**src/rtl/different_width_fifo.sv**
```systemverilog
// Wide-in / narrow-out FIFO: stores IN_WIDTH words and pops OUT_WIDTH slices, LSB slice first.
// Define DWF_ERR_EN to add a sticky overrun/underrun flag on port err.
module different_width_fifo #(
   parameter int IN_WIDTH  = 8,
   parameter int OUT_WIDTH = 4,
   parameter int DEPTH     = 64
) (
   input  logic                 clk,
   input  logic                 rst,
   input  logic                 push,
   input  logic                 pop,
   input  logic [IN_WIDTH-1:0]  d,
   output logic [OUT_WIDTH-1:0] q,
   output logic                 full,
`ifdef DWF_ERR_EN
   output logic                 empty,
   output logic                 err
`else
   output logic                 empty
`endif
);

   localparam int RATIO  = IN_WIDTH / OUT_WIDTH;
   localparam int SLICES = DEPTH * RATIO;
   localparam int WA     = (DEPTH > 1) ? $clog2(DEPTH) : 1;
   localparam int SW     = (RATIO > 1) ? $clog2(RATIO) : 1;
   localparam int CW     = $clog2(SLICES + 1);

   logic [IN_WIDTH-1:0]  mem [DEPTH];
   logic [WA-1:0]        wr_ptr;
   logic [WA-1:0]        rd_word;
   logic [SW-1:0]        rd_slice;
   logic [CW-1:0]        count;
   logic                 push_ok;
   logic                 pop_ok;
   logic [IN_WIDTH-1:0]  rd_data;
   logic [OUT_WIDTH-1:0] rd_sel;
   logic [CW-1:0]        count_nxt;

   // Flags come straight from the registered count, so they only move on clk.
   assign empty   = (count == '0);
   assign full    = (count > CW'(SLICES - RATIO));
   assign push_ok = push && !full;
   assign pop_ok  = pop && !empty;
   assign rd_data = mem[rd_word];

   always_comb begin
      rd_sel = '0;
      for (int i = 0; i < RATIO; i++) begin
         if (rd_slice == SW'(i)) rd_sel = rd_data[i*OUT_WIDTH +: OUT_WIDTH];
      end
   end

   always_comb begin
      count_nxt = count;
      if (push_ok) count_nxt = count_nxt + CW'(RATIO);
      if (pop_ok)  count_nxt = count_nxt - CW'(1);
   end

   // Storage is data-only and needs no reset.
   always_ff @(posedge clk) begin
      if (push_ok) mem[wr_ptr] <= d;
   end

   always_ff @(posedge clk or negedge rst) begin
      if (!rst) begin
         wr_ptr   <= '0;
         rd_word  <= '0;
         rd_slice <= '0;
         count    <= '0;
         q        <= '0;
      end else begin
         count <= count_nxt;
         if (push_ok) wr_ptr <= wr_ptr + WA'(1);
         if (pop_ok) begin
            q <= rd_sel;
            // The slice pointer is kept as word + slice index so RATIO need not be a power of 2.
            if (rd_slice == SW'(RATIO - 1)) begin
               rd_slice <= '0;
               rd_word  <= rd_word + WA'(1);
            end else begin
               rd_slice <= rd_slice + SW'(1);
            end
         end
      end
   end

`ifdef DWF_ERR_EN
   always_ff @(posedge clk or negedge rst) begin
      if (!rst) begin
         err <= 1'b0;
      end else if ((push && full) || (pop && empty)) begin
         err <= 1'b1;
      end
   end
`endif

endmodule

```
**config.mk**
```make
export PLATFORM = sky130hd
export DESIGN_NAME = different_width_fifo
export DESIGN_NICKNAME = d
export VERILOG_FILES = /design/src/rtl/different_width_fifo.sv
export SDC_FILE = /design/constraint.sdc
export NUM_CORES = 1
export LEC_CHECK = 0
export ABC_AREA = 1
export CORE_MARGIN = 3
export CORE_UTILIZATION = 39
export CTS_CLUSTER_SIZE = 24
export DETAILED_ROUTE_END_ITERATION = 8
export GPL_TIMING_DRIVEN = 0
export PLACE_DENSITY_LB_ADDON = 0.25
export SYNTH_ARGS = -nofsm -noshare
export SYNTH_HDL_FRONTEND = slang
export SYNTH_SLANG_ARGS = --single-unit
```
**constraint.sdc**
```tcl
create_clock -name clk -period 2.1 [get_ports clk]
set_input_delay 0.42 -clock clk [delete_from_list [all_inputs] [get_ports clk]]
set_output_delay 0.42 -clock clk [all_outputs]
set_load 0.05 [all_outputs]
```
==> results of run 1 <==
[flip-flops by register name, indices dropped and copies added, names as in the netlist]
signal / count
count: 8
mem: 512
q: 4
rd_slice: 1
rd_word: 6
wr_ptr: 6
[cell families (layout without fill, tap and decap cells)]
kind of cell	after synthesis	after routing	share of synthesized area
flops	537	537	0.6990
xor+xnor	18	18	0.006888
compound gates	105	105	0.02514
simple gates	1171	1171	0.2108
fa+ha+maj	4	4	0.002187
buf+inv	303	492	0.05592
[power by group]
| part | leakage (uW) | switching [uW] | total, uW | internal (uW) |
|---|---|---|---|---|
| clock network | 0.000805 | 4060 | 9190 | 5130 |
| registers | 0.00489 | 283 | 12300 | 12000 |
| logic | 0.00512 | 10800 | 16100 | 5270 |
| total | 0.0108 | 15100 | 37600 | 22400 |
[worst max path at each step]
stage,depth (start not counted),end,slack (ns),startpoint
floorplan,8,mem[12][0]$_DFFE_PP_,0.03,count[3]$_DFF_PN0_
global placement,6,mem[9][3]$_DFFE_PP_,-1.76,push
detailed placement,6,mem[9][5]$_DFFE_PP_,-1.74,push
CTS,3,mem[43][1]$_DFFE_PP_,-0.11,wr_ptr[4]$_DFFE_PN0P_
global route,14,q[3]$_DFFE_PN0P_,-0.04,rd_word[0]$_DFFE_PN0P_
finish,12,q[0]$_DFFE_PN0P_,-0.009,rd_word[0]$_DFFE_PN0P_
[timing repair]
| action | in CTS | in global routing |
|---|---|---|
| setup endpoints to repair | 524 | 430 |
| pin swaps | 36 | 51 |
| resized for setup | 366 | 182 |
| hold buffers | 0 | 1 |
| hold endpoints to repair | 0 | 25 |
| gates cloned | 3 | 2 |
| buffers inserted | 47 | 14 |
[routing by layer]
| metal | track usage | routed length, um |
|---|---|---|
| met1 | 0.3168 | 30360 |
| met2 | 0.3595 | 32980 |
| met3 | 0.04403 | 5453 |
| met4 | 0.1230 | 3561 |
| met5 | 0 | 0 |
[final cells by class]
cell class                      instances  area [um2]  share of cell area
Clock buffer                           72        1470             0.05202
Tap cell                              765       957.2             0.03387
Clock inverter                         28       176.4            0.006242
Sequential cell                       537       16010              0.5664
Multi-Input combinational cell       1298        6670              0.2360
Inverter                              198       758.2             0.02683
Timing Repair Buffer                   89        1090             0.03856
Buffer                                105        1134             0.04011
[through the flow]
stage,utilization,area (um2),setup WS [ns]
after global placement,0.4147,24020,-1.759
after global routing,0.4880,28260,-0.03579
after detailed placement,0.4162,24100,-1.743
after CTS,0.4748,27500,-0.1108
after floorplan,-,22890,0.02931
final,0.4880,28260,-0.008572
[critical path, stage by stage (launching register included)]
cell and delay, ns:
dfrtp_1 0.36, buf_6 0.16, inv_8 0.05, buf_4 0.13, clkbuf_2 0.24, o21ai_0 0.38
nand3_1 0.11, nand3_1 0.14, nand2_1 0.08, nand3_1 0.10, nand2_2 0.09, nand2_1 0.07
nand3_1 0.07
[cell usage in the layout, fill, tap and decap left out, types with 6 or more instances in the layout]
master     Yosys  final
xor2_1        15     15
o21ai_0       55     50
nand3_2        0     43
dfrtp_1       25     20
nor2_1       204    104
o211ai_1      20     20
a21oi_2        0      6
buf_8          0     18
a21oi_1       25     14
nand3_1      271    228
nand2_2        2     40
buf_6          9     28
buf_2         48     16
inv_1        191    189
buf_4          4     48
clkinv_1       3     18
buf_12         0     42
clkbuf_4       0     11
nand2_1      663    623
clkbuf_2       0     15
edfxtp_1     512    512
o21ai_1        5      8
clkbuf_16      0     57
clkbuf_1      25     15
nor2_2         2     25
and3_1         8      8
nand4_1       12     12
nor2_4         0     77
clkinv_2       0      8
==> run_results.csv, run 1 <==
group,metric,value,unit
status,status,"complete, but fails checks",
status,violations,"negative setup slack",
final_layout,nets,2299,
worst_setup_path,r2r_slack,-0.009,ns
floorplanning,die-area,61630,um2
route,wl,72350,um
route,antenna_left,0,
worst_setup_path,cp-end-kind,"register",
yosys,synth_common_cells,"nand2_1, edfxtp_1, nand3_1",
global_routing,grt_pass1_vias,15930,
route,first_iter_violations,1801,
global_routing,antenna_found_initial,0,
yosys,ys_ff_latch,537,
yosys,synthCells,2138,
timing,setup-violations-final,1,
yosys,synth_edf_count,512,
run,maxCapViolCount,0,
clock_tree,ctsLongestPathBuffers,3,
hold_path,hp-start,"d[1]",
timing,tightest_slew,0.9218,ns
final_layout,num_antenna_cells,0,
worst_setup_path,start_kind,"register",
route,viasPerCell,5.366,
yosys,synth_top_flop_cell,"edfxtp_1",
clock_tree,clkTransAtPathRegs,0.06,ns
timing,postLayoutSetupSlackWorst,-0.008572,ns
clock_tree,tritoncts,"yes",
timing,hold_viol_final,0,
hold_path,hold_end,"mem[3][1]$_DFFE_PP_",
worst_setup_path,required,2.58,ns
floorplanning,num_io_pins,18,
timing,tns,-0.008572,ns
clock_tree,cts_root_buf,"clkbuf_16",
timing,slew-limit-headroom,0.3854,
yosys,synth_top_area_frac,0.6717,
clock_tree,cts_buffers,54,
global_routing,grt_use_total,0.2340,
placement,port-buffer-count,17,
pwr,ir_drop,780.4,uV
yosys,synth_most_common_cell,"nand2_1",
floorplanning,die_h,248.3,um
worst_setup_path,critPathKind,"register to register",
final_layout,n_fill_cell,5184,
yosys,syn_avg_cell_area,10.71,um2
floorplanning,start_util,0.3952,
timing,finalCritPeriodShare,1.004,
timing,fmax,0.4743,GHz
timing,skew,0.02220,ns
placement,dp_cells,2926,
yosys,synthesis.area,22890,um2
yosys,synth.distinct_cells,28,
final_layout,fin_cells,3092,
timing,finalCriticalPeriod,2.109,ns
worst_setup_path,r2r_start,"rd_word[0]$_DFFE_PN0P_",
clock_tree,cts_sinks,537,
route,drtPass1Iterations,6,
floorplanning,die_x,248.3,um
timing,holdWs,0.2929,ns
worst_setup_path,reg2reg_depth,12,
yosys,synth_nets,2154,
worst_setup_path,crit_arrival,2.59,ns
pwr,power_density,1330,nW/um2
pwr,power.total,37590,uW
final_layout,areaGrowthSynthToFinish,23.47,%
placement,gp_congestion,0.9273,
global_routing,grt_overflow,0,
clock_tree,htreeDepth,2,
pwr,leakage,0.01081,uW
worst_setup_path,r2r-end,"q[0]$_DFFE_PN0P_",
floorplanning,core-area,57920,um2
route,wl_per_cell,23.40,um
placement,dpl.hpwl,47800,um
worst_setup_path,critPathMaxFanout,10,
route,post-route-drc-count,0,
route,vias,16590,
global_routing,grt_pass1_wl,104300,um
final_layout,drive_gt1_frac,0.2024,
floorplanning,num_rows,88,
yosys,synth_area_leaders,"edfxtp_1, nand2_1, nand3_1",
yosys,async_flop_share,0.04655,
hold_path,worst_hold_path.num_cells,1,
yosys,ys_warn_count,0,
clock_tree,clkLatencyLatePin,0.61,ns
yosys,synth_largest_area_cell,"edfxtp_1",
timing,maxSlewViolCount,0,
hold_path,hp-class,"primary input to register",
yosys,yosysSeqAreaShare,0.6990,
global_routing,grt_max_degree,65,
Power figures use the tool's default switching activity.
==> inputs of run 2 (changes only) <==
--- a/config.mk
+++ b/config.mk
@@ -12,6 +12,8 @@
 export DETAILED_ROUTE_END_ITERATION = 8
 export GPL_TIMING_DRIVEN = 0
 export PLACE_DENSITY_LB_ADDON = 0.25
+export SETUP_SLACK_MARGIN = 0.05
+export SLEW_MARGIN = 25
 export SYNTH_ARGS = -nofsm -noshare
 export SYNTH_HDL_FRONTEND = slang
 export SYNTH_SLANG_ARGS = --single-unit
==> run 2 against run 1 <==
Effect of this change:
- the flow still finishes with violations (negative setup slack)
- final cell count increased by 0.91%
- sequential cell count unchanged
- die area did not move
- global-route usage rose by 0.31 points
- register-to-register slack barely moved
- worst hold slack lost 0.24 ns
- fmax down 0.64%
- clock skew grew 0.0082 ns
- clock power up 1%
- critical path depth increased by 3
- critical path type unchanged
- highest routed layer is now met5
==> run_results.csv, run 2 (same netlist as run 1, synthesis figures left out) <==
group,metric,value,unit
worst_setup_path,crit_family,"simple AND/OR/NAND/NOR gates",
floorplanning,start_util,0.3952,
final_layout,top_register,"mem",
worst_setup_path,start_kind,"register",
timing,postLayoutSetupSlackWorst,-0.02205,ns
timing,finalCritPeriodShare,1.010,
route,post-route-drc-count,0,
worst_setup_path,critPathMaxFanout,6,
timing,tns,-0.02574,ns
timing,slew-limit-headroom,0.4952,
final_layout,final_area,28830,um2
final_layout,multi_input_area,6808,um2
worst_setup_path,max_stage_delay,0.40,ns
placement,pre_cts_slack,-1.700,ns
placement,dpl-instance-area,24190,um2
pwr,power_density,1323,nW/um2
floorplanning,die_h,248.3,um
timing,hold_viol_final,0,
timing,holdWs,0.04863,ns
final_layout,register_area,16010,um2
global_routing,grt_pass1_vias,16030,
status,status,"complete, but fails checks",
route,antenna_left,0,
route,viasPerCell,5.360,
placement,dpl.hpwl,48050,um
clock_tree,cts_buffers,55,
route,wl,73400,um
floorplanning,die-area,61630,um2
status,violations,"negative setup slack",
placement,port-buffer-count,17,
clock_tree,cts_sinks,537,
route,drtPass1Iterations,6,
clock_tree,tritoncts,"yes",
placement,gp_congestion,0.9273,
clock_tree,clkLatencyLatePin,0.61,ns
worst_setup_path,critPathKind,"register to register",
final_layout,utilization,0.4978,
route,vias,16720,
final_layout,drive_gt1_frac,0.2212,
hold_path,hp-class,"primary input to register",
worst_setup_path,path_cells,"buf_8 > inv_8 > buf_12 > buf_16 > bufbuf_16 > nand2_1 > nand2_1 > nand2_1 > nand3_1 > nand3_2 > nand2_1 > nand3_1 > nand2_2 > nand2_1 > nand3_1",
final_layout,num_antenna_cells,0,
final_layout,n_fill_cell,5126,
floorplanning,die_x,248.3,um
pwr,leakage,0.01110,uW
route,wl_per_cell,23.53,um
clock_tree,ctsLongestPathBuffers,3,
final_layout,nets,2327,
final_layout,largest_reg_flops,512,
global_routing,grt_overflow,0,
route,first_iter_violations,1873,
timing,maxSlewViolCount,0,
worst_setup_path,cp-end-kind,"register",
timing,skew,0.03039,ns
run,maxCapViolCount,0,
global_routing,antenna_found_initial,1,
pwr,ir_drop,865.2,uV
worst_setup_path,required,2.64,ns
floorplanning,num_rows,88,
clock_tree,clkTransAtPathRegs,0.06,ns
timing,finalCriticalPeriod,2.122,ns
worst_setup_path,crit_top_cell,"nand2_1",
worst_setup_path,crit_arrival,2.66,ns
final_layout,areaGrowthSynthToFinish,25.95,%
floorplanning,num_io_pins,18,
floorplanning,core-area,57920,um2
global_routing,grt_use_total,0.2370,
timing,rsz0062_at_grt,"true",
clock_tree,cts_root_buf,"clkbuf_16",
worst_setup_path,cp_slowest_cell,"dfrtp_1",
clock_tree,htreeDepth,2,
timing,tightest_slew,0.7554,ns
timing,fmax,0.4712,GHz
global_routing,grt_pass1_wl,105800,um
final_layout,reg_top3,"mem: 512 flops, count: 8 flops",
timing,setup-violations-final,2,
final_layout,layout_common_cells,"nand2_1, edfxtp_1, nand3_1",
final_layout,final_common_cell,"nand2_1",
global_routing,grt_max_degree,63,
worst_setup_path,crit_buf_inv,5,
==> run 2: cell count changes in the layout (fill, tap and decap cells not counted), sizes merged <==
| cell | delta |
|---|---|
| bufinv | +1 |
| clkinv | +6 |
| buf | +31 |
| clkbuf | -10 |
| clkinvlp | -1 |
| bufbuf | +1 |
==> run 2: worst paths after layout <==
path	startpoint	cells after the start	endpoint	slack, ns
worst max-delay path	rd_word[0]$_DFFE_PN0P_	15	q[0]$_DFFE_PN0P_	-0.02
worst min-delay path	d[1]	1	mem[3][1]$_DFFE_PP_	0.05
worst max register to register	rd_word[0]$_DFFE_PN0P_	15	q[0]$_DFFE_PN0P_	-0.02
worst min register to register	q[0]$_DFFE_PN0P_	2	q[0]$_DFFE_PN0P_	0.51
max in group asynchronous	rst	2	rd_word[3]$_DFFE_PN0P_	1.22
min in group asynchronous	rst	2	count[3]$_DFF_PN0_	0.41
==> run 2: repair_timing <==
item                                   in CTS  in global routing
buffers inserted                           65                 19
cloned                                      5                  2
endpoints found under the hold margin      25                  0
pin swaps                                  51                 74
hold buffers                                1                  0
setup endpoints to repair                 524                486
resized for setup                         404                164
==> run 2: layout make-up <==
type | count | area share
tap | 765 | 0.03320
buffer | 104 | 0.03667
timing repair buffer | 117 | 0.05442
inverter | 198 | 0.02634
sequential | 537 | 0.5552
multi-input combinational | 1298 | 0.2361
clock inverter | 34 | 0.007986
clock buffer | 67 | 0.05000
==> run 2: worst register-to-register path, cell delays in order, from the launching register on <==
cell and delay, ns:
dfrtp_1 0.40, buf_8 0.14, inv_8 0.09, buf_12 0.13, buf_16 0.14, bufbuf_16 0.27, nand2_1 0.05, nand2_1 0.05
nand2_1 0.10, nand3_1 0.14, nand3_2 0.11, nand2_1 0.10, nand3_1 0.10, nand2_2 0.10, nand2_1 0.06, nand3_1 0.08
==> run 2: layer usage <==
layer,track usage,part of all wire,vias to the layer above
li1,-,-,7522
met1,0.3235,0.41,8179
met2,0.3743,0.46,836
met3,0.04133,0.087,184
met4,0.1029,0.048,2
met5,0,0.00018,-
==> run 2: stage by stage <==
stage / std cells / power, uW
global placement: 2920 / 24820
floorplan: 2138 / 19780
global route: 3120 / 39670
CTS: 3099 / 36650
finish: 3120 / 38140
detailed placement: 2928 / 24940
==> run 2: power by group <==
part	leakage (uW)	switching, uW	internal, uW
clock network	0.000823	4100	5210
logic	0.00539	11000	5520
registers	0.00489	295	12000
total	0.0111	15400	22800
==> patch 1 (config.mk and constraints of run 2) <==
The option `DWF_ERR_EN` is turned on by a define.
--- a/src/rtl/different_width_fifo.sv
+++ b/src/rtl/different_width_fifo.sv
@@ -1,4 +1,6 @@
 // Wide-in / narrow-out FIFO: stores IN_WIDTH words and pops OUT_WIDTH slices, LSB slice first.
 // Define DWF_ERR_EN to add a sticky overrun/underrun flag on port err.
+`define DWF_ERR_EN
+
 module different_width_fifo #(
    parameter int IN_WIDTH  = 8,
Behaviour (old outputs only; new: err): unchanged (Yosys induction, for registers that start in step).
==> patch 1 against run 2 <==
The run still ends with negative setup slack left; setup slack got worse by 0.0093 ns; sequential cell count rose by 1; global-route usage down 0.064 points; power increased by 7.3%; final area rose by 1.9%; critical path depth up 1; area after synthesis grew 0.28%; routed wire length up 4.3%; sequential share of layout area decreased by 0.95 points.
==> patch 1: results (changes against run 2) <==
.. list-table::
   :header-rows: 1

   * - Metric
     - Value
   * - Run status
     - finished with violations
   * - Violated checks
     - negative setup slack
   * - Num CTS Buffers
     - 56 (+1.8%)
   * - First-pass GRT wire length
     - 107600 um (+1.6%)
   * - Routed wire per std cell
     - 24.52 um (+4.2%)
   * - DRT Pass-1 Iters
     - 5 (-1)
   * - Initial antenna violation count
     - 0 (-1)
   * - Total number of nets in the final design
     - 2328 (+0.043%)
   * - All-layer global routing usage
     - 0.2364 (-0.0006365)
   * - Critical-path maximum fanout
     - 7 (+1)
   * - Largest net degree at the start of global routing
     - 65 (+3.2%)
   * - Depth of the most critical reg-to-reg path
     - 16 (+1)
   * - Worst Skew
     - 0.03223 ns (+0.001846 ns)
   * - Synthesized Nets
     - 2153 (-0.046%)
   * - Final Setup Violations
     - 3 (+1)
   * - Setup TNS
     - -0.06898 ns (-0.04324 ns)
   * - Fraction of layout cells with a size suffix above 1
     - 0.2444 (+0.02315)
   * - Combinational logic power
     - 0.0184 W (+12%)
   * - Proportion of synthesized chip area in sequential cells
     - 0.6981 (-0.0008912)
   * - Count of cell types in the netlist
     - 31 (+11%)
   * - Parity-gate share of the synthesized area counting xor and xnor cells
     - 0.007577 (+0.0006891)
   * - Peak supply drop
     - 848.7 uV (-1.9%)
   * - Sw frac
     - 0.4129 (+0.01034)
   * - Measured slew at the worst slew-check pin
     - 0.8015 ns (+0.04602 ns)
   * - Via count
     - 16970 (+1.4%)
   * - Least setup slack across all paths after layout
     - -0.03139 ns (-0.009337 ns)
   * - Overall power after layout
     - 0.04091 W (+7.3%)
   * - Most frequent cells after synthesis
     - nand2_1 (656), edfxtp_1 (512), nand3_1 (267)
   * - Clock latency reported for the late side of the worst-skew pair
     - 0.63 ns (+0.02 ns)
   * - Met3 Track Usage GR
     - 0.04414 (+0.002803)
   * - Adder-Cell Fraction of Synth Area
     - 0.002180 (-0.000006197)
   * - Global-route met1 utilization
     - 0.3254 (+0.001880)
   * - Ys async rst share
     - 0.04833 (+0.001772)
   * - Part of the total power dissipated in the clock network
     - 0.240 (-0.004)
   * - Fillers
     - 5067 (-1.2%)
   * - Global placement routability congestion
     - 0.9417 (+1.6%)
   * - Number of buffer cells added on primary ports
     - 18 (+1)
==> patch 1: final timing paths <==
path / from / slack (ns) / endpoint
min in group asynchronous: rst / 0.38 / count[5]
hold / removal: d[7] / 0.07 / mem[60][7]
setup reg to reg: rd_word[0] / -0.03 / q[0]
setup / recovery: rd_word[0] / -0.03 / q[0]
max in group asynchronous: rst / 1.21 / count[1]
hold reg to reg: err / 0.49 / err
==> patch 1: per-stage QoR <==
step,instance area [sq um],util,instances,hold WS (ns),setup slack [ns]
after floorplan,22950,-,2137,0.1244,0.0002968
after global placement,24090,0.4160,2920,0.4669,-1.573
after detailed placement,24270,0.4191,2928,0.4832,-1.472
after CTS,27810,0.4801,3085,0.06188,-0.08741
after global routing,29370,0.5071,3122,0.06572,-0.1088
final,29370,0.5071,3123,0.07450,-0.03139
==> patch 1: layer usage <==
metal / vias to the layer above / share of wire
met5: - / 0
met4: 0 / 0.036
met3: 165 / 0.095
met2: 890 / 0.46
met1: 8382 / 0.41
li1: 7528 / -
==> patch 1: cell type report <==
cell class	instances	area, sq um	share of cell area
Inverter	202	775.7	0.02641
Multi-Input combinational cell	1290	7182	0.2445
Sequential cell	538	16030	0.5458
Antenna cell	1	2.502	0.00008520
Tap cell	765	957.2	0.03259
Buffer	106	991.0	0.03374
Clock buffer	73	1465	0.04989
Timing Repair Buffer	118	1662	0.05658
Clock inverter	30	305.3	0.01039
==> patch 1: critical path: cells and delay by family, from the launching register on <==
family / cells / cell delay, ns
buffers and inverters: 6 / 0.83
flip-flops: 1 / 0.37
AND/OR/NAND/NOR: 10 / 0.81
==> patch 1: repair_timing <==
item,4_1_cts,5_1_grt
gates resized for setup,372,260
endpoints found under the hold margin,26,0
cloned,1,10
setup buffers,52,28
pin swaps,28,100
hold buffers,1,0
endpoints found under the setup margin,511,508
==> patch 2 (config.mk and constraints of run 2) <==
Without the edit above. Change the parameter `DEPTH` from 64 to 32.
--- a/src/rtl/different_width_fifo.sv
+++ b/src/rtl/different_width_fifo.sv
@@ -4,5 +4,5 @@
    parameter int IN_WIDTH  = 8,
    parameter int OUT_WIDTH = 4,
-   parameter int DEPTH     = 64
+   parameter int DEPTH     = 32
 ) (
    input  logic                 clk,
Behaviour: same outputs for any inputs over 10 cycles, from zero or initial values and one cycle with rst low; that may be too few to reach the edited logic, so the function may still have changed.
==> patch 2 against run 2 <==
Register-to-register slack improved by 0.11 ns; sequential share of layout area is 2.2 points higher; setup slack better by 0.080 ns; combinational power is 56% lower; final area decreased by 50%; routed wire length decreased by 57%; critical path type is now reg2out; sequential cell count fell by 259; power fell by 51%; critical path depth decreased by 9; area after synthesis decreased by 49%.
==> patch 2: results (changes against run 2) <==
.. list-table::
   :header-rows: 1

   * - Metric
     - Value
   * - Run status
     - completed
   * - Global placement routability congestion
     - 0.8986 (-3.1%)
   * - Measured slew at the worst slew-check pin
     - 0.7743 ns (+0.01884 ns)
   * - Crit-path leading delay family
     - flip-flops
   * - FF+latch count, synth
     - 278 (-48%)
   * - Multi-input logic portion of the cell area
     - 0.2320 (-0.004180)
   * - Clock latency reported for the late side of the worst-skew pair
     - 0.55 ns (-0.06 ns)
   * - Routed met2 length
     - 14820 um (-56%)
   * - Largest net degree at the start of global routing
     - 33 (-48%)
   * - Routed wire per std cell
     - 21.53 um (-8.5%)
   * - Initial antenna violation count
     - 0 (-1)
   * - Count of buffers not belonging to the clock network in the layout
     - 129 (-42%)
   * - Routed length on met1
     - 14100 um (-53%)
   * - Peak supply drop
     - 825.8 uV (-4.6%)
   * - DRT Pass-1 Iters
     - 5 (-1)
   * - Vias in the first global route
     - 7626 (-52%)
   * - Number of synthesized flops with an enable pin
     - 256 (-50%)
   * - All-layer global routing usage
     - 0.2001 (-0.03693)
   * - Depth of the most critical reg-to-reg path
     - 10 (-5)
   * - Topmost layer with routed signal wires
     - met4
   * - Count of cell types in the netlist
     - 31 (+11%)
   * - Share of the synthesized area in compound gates (AO/OA/AOI/OAI)
     - 0.09975 (+0.07461)
   * - Comb_multi_in
     - 599 (-54%)
   * - Post-placement cell count
     - 1364 (-53%)
   * - Worst Skew
     - 0.02665 ns (-0.003735 ns)
   * - Crit-path slowest cell
     - dfrtp_2
   * - Non-clk invs
     - 35 (-82%)
   * - Die width
     - 178.3 um (-28%)
   * - Number of clock buffers in the layout
     - 39 (-42%)
## patch 2: changes by cell type after synthesis, sizes merged, moves of 7 or more
cell and delta:
nor2 +29, inv -161, nand3 -217, nand2 -594
buf -49, o21ai +86, nand4 -8, clkbuf -7
o22ai +12, and3 -8, o211ai +12, edfxtp -256
## patch 2: timing repair
item,4_1_cts,5_1_grt
pin swaps,43,14
buffers inserted,51,9
resized for setup,120,40
setup endpoints to repair,269,24
hold buffers,1,0
endpoints found under the hold margin,22,0
## patch 2: path summary, 6_finish.rpt
check | from | endpoint | slack, ns
max | count[1] | full | 0.06
min | d[4] | mem[21][4] | 0.12
max reg2reg | rd_word[0] | q[2] | 0.09
min reg2reg | count[0] | count[0] | 0.49
max in group asynchronous | rst | count[1] | 1.29
min in group asynchronous | rst | rd_word[0] | 0.40
## patch 2: where the power goes
part | internal (W) | switching (W)
logic | 0.00237 | 0.00494
registers | 0.00638 | 0.000256
clock network | 0.00273 | 0.00205
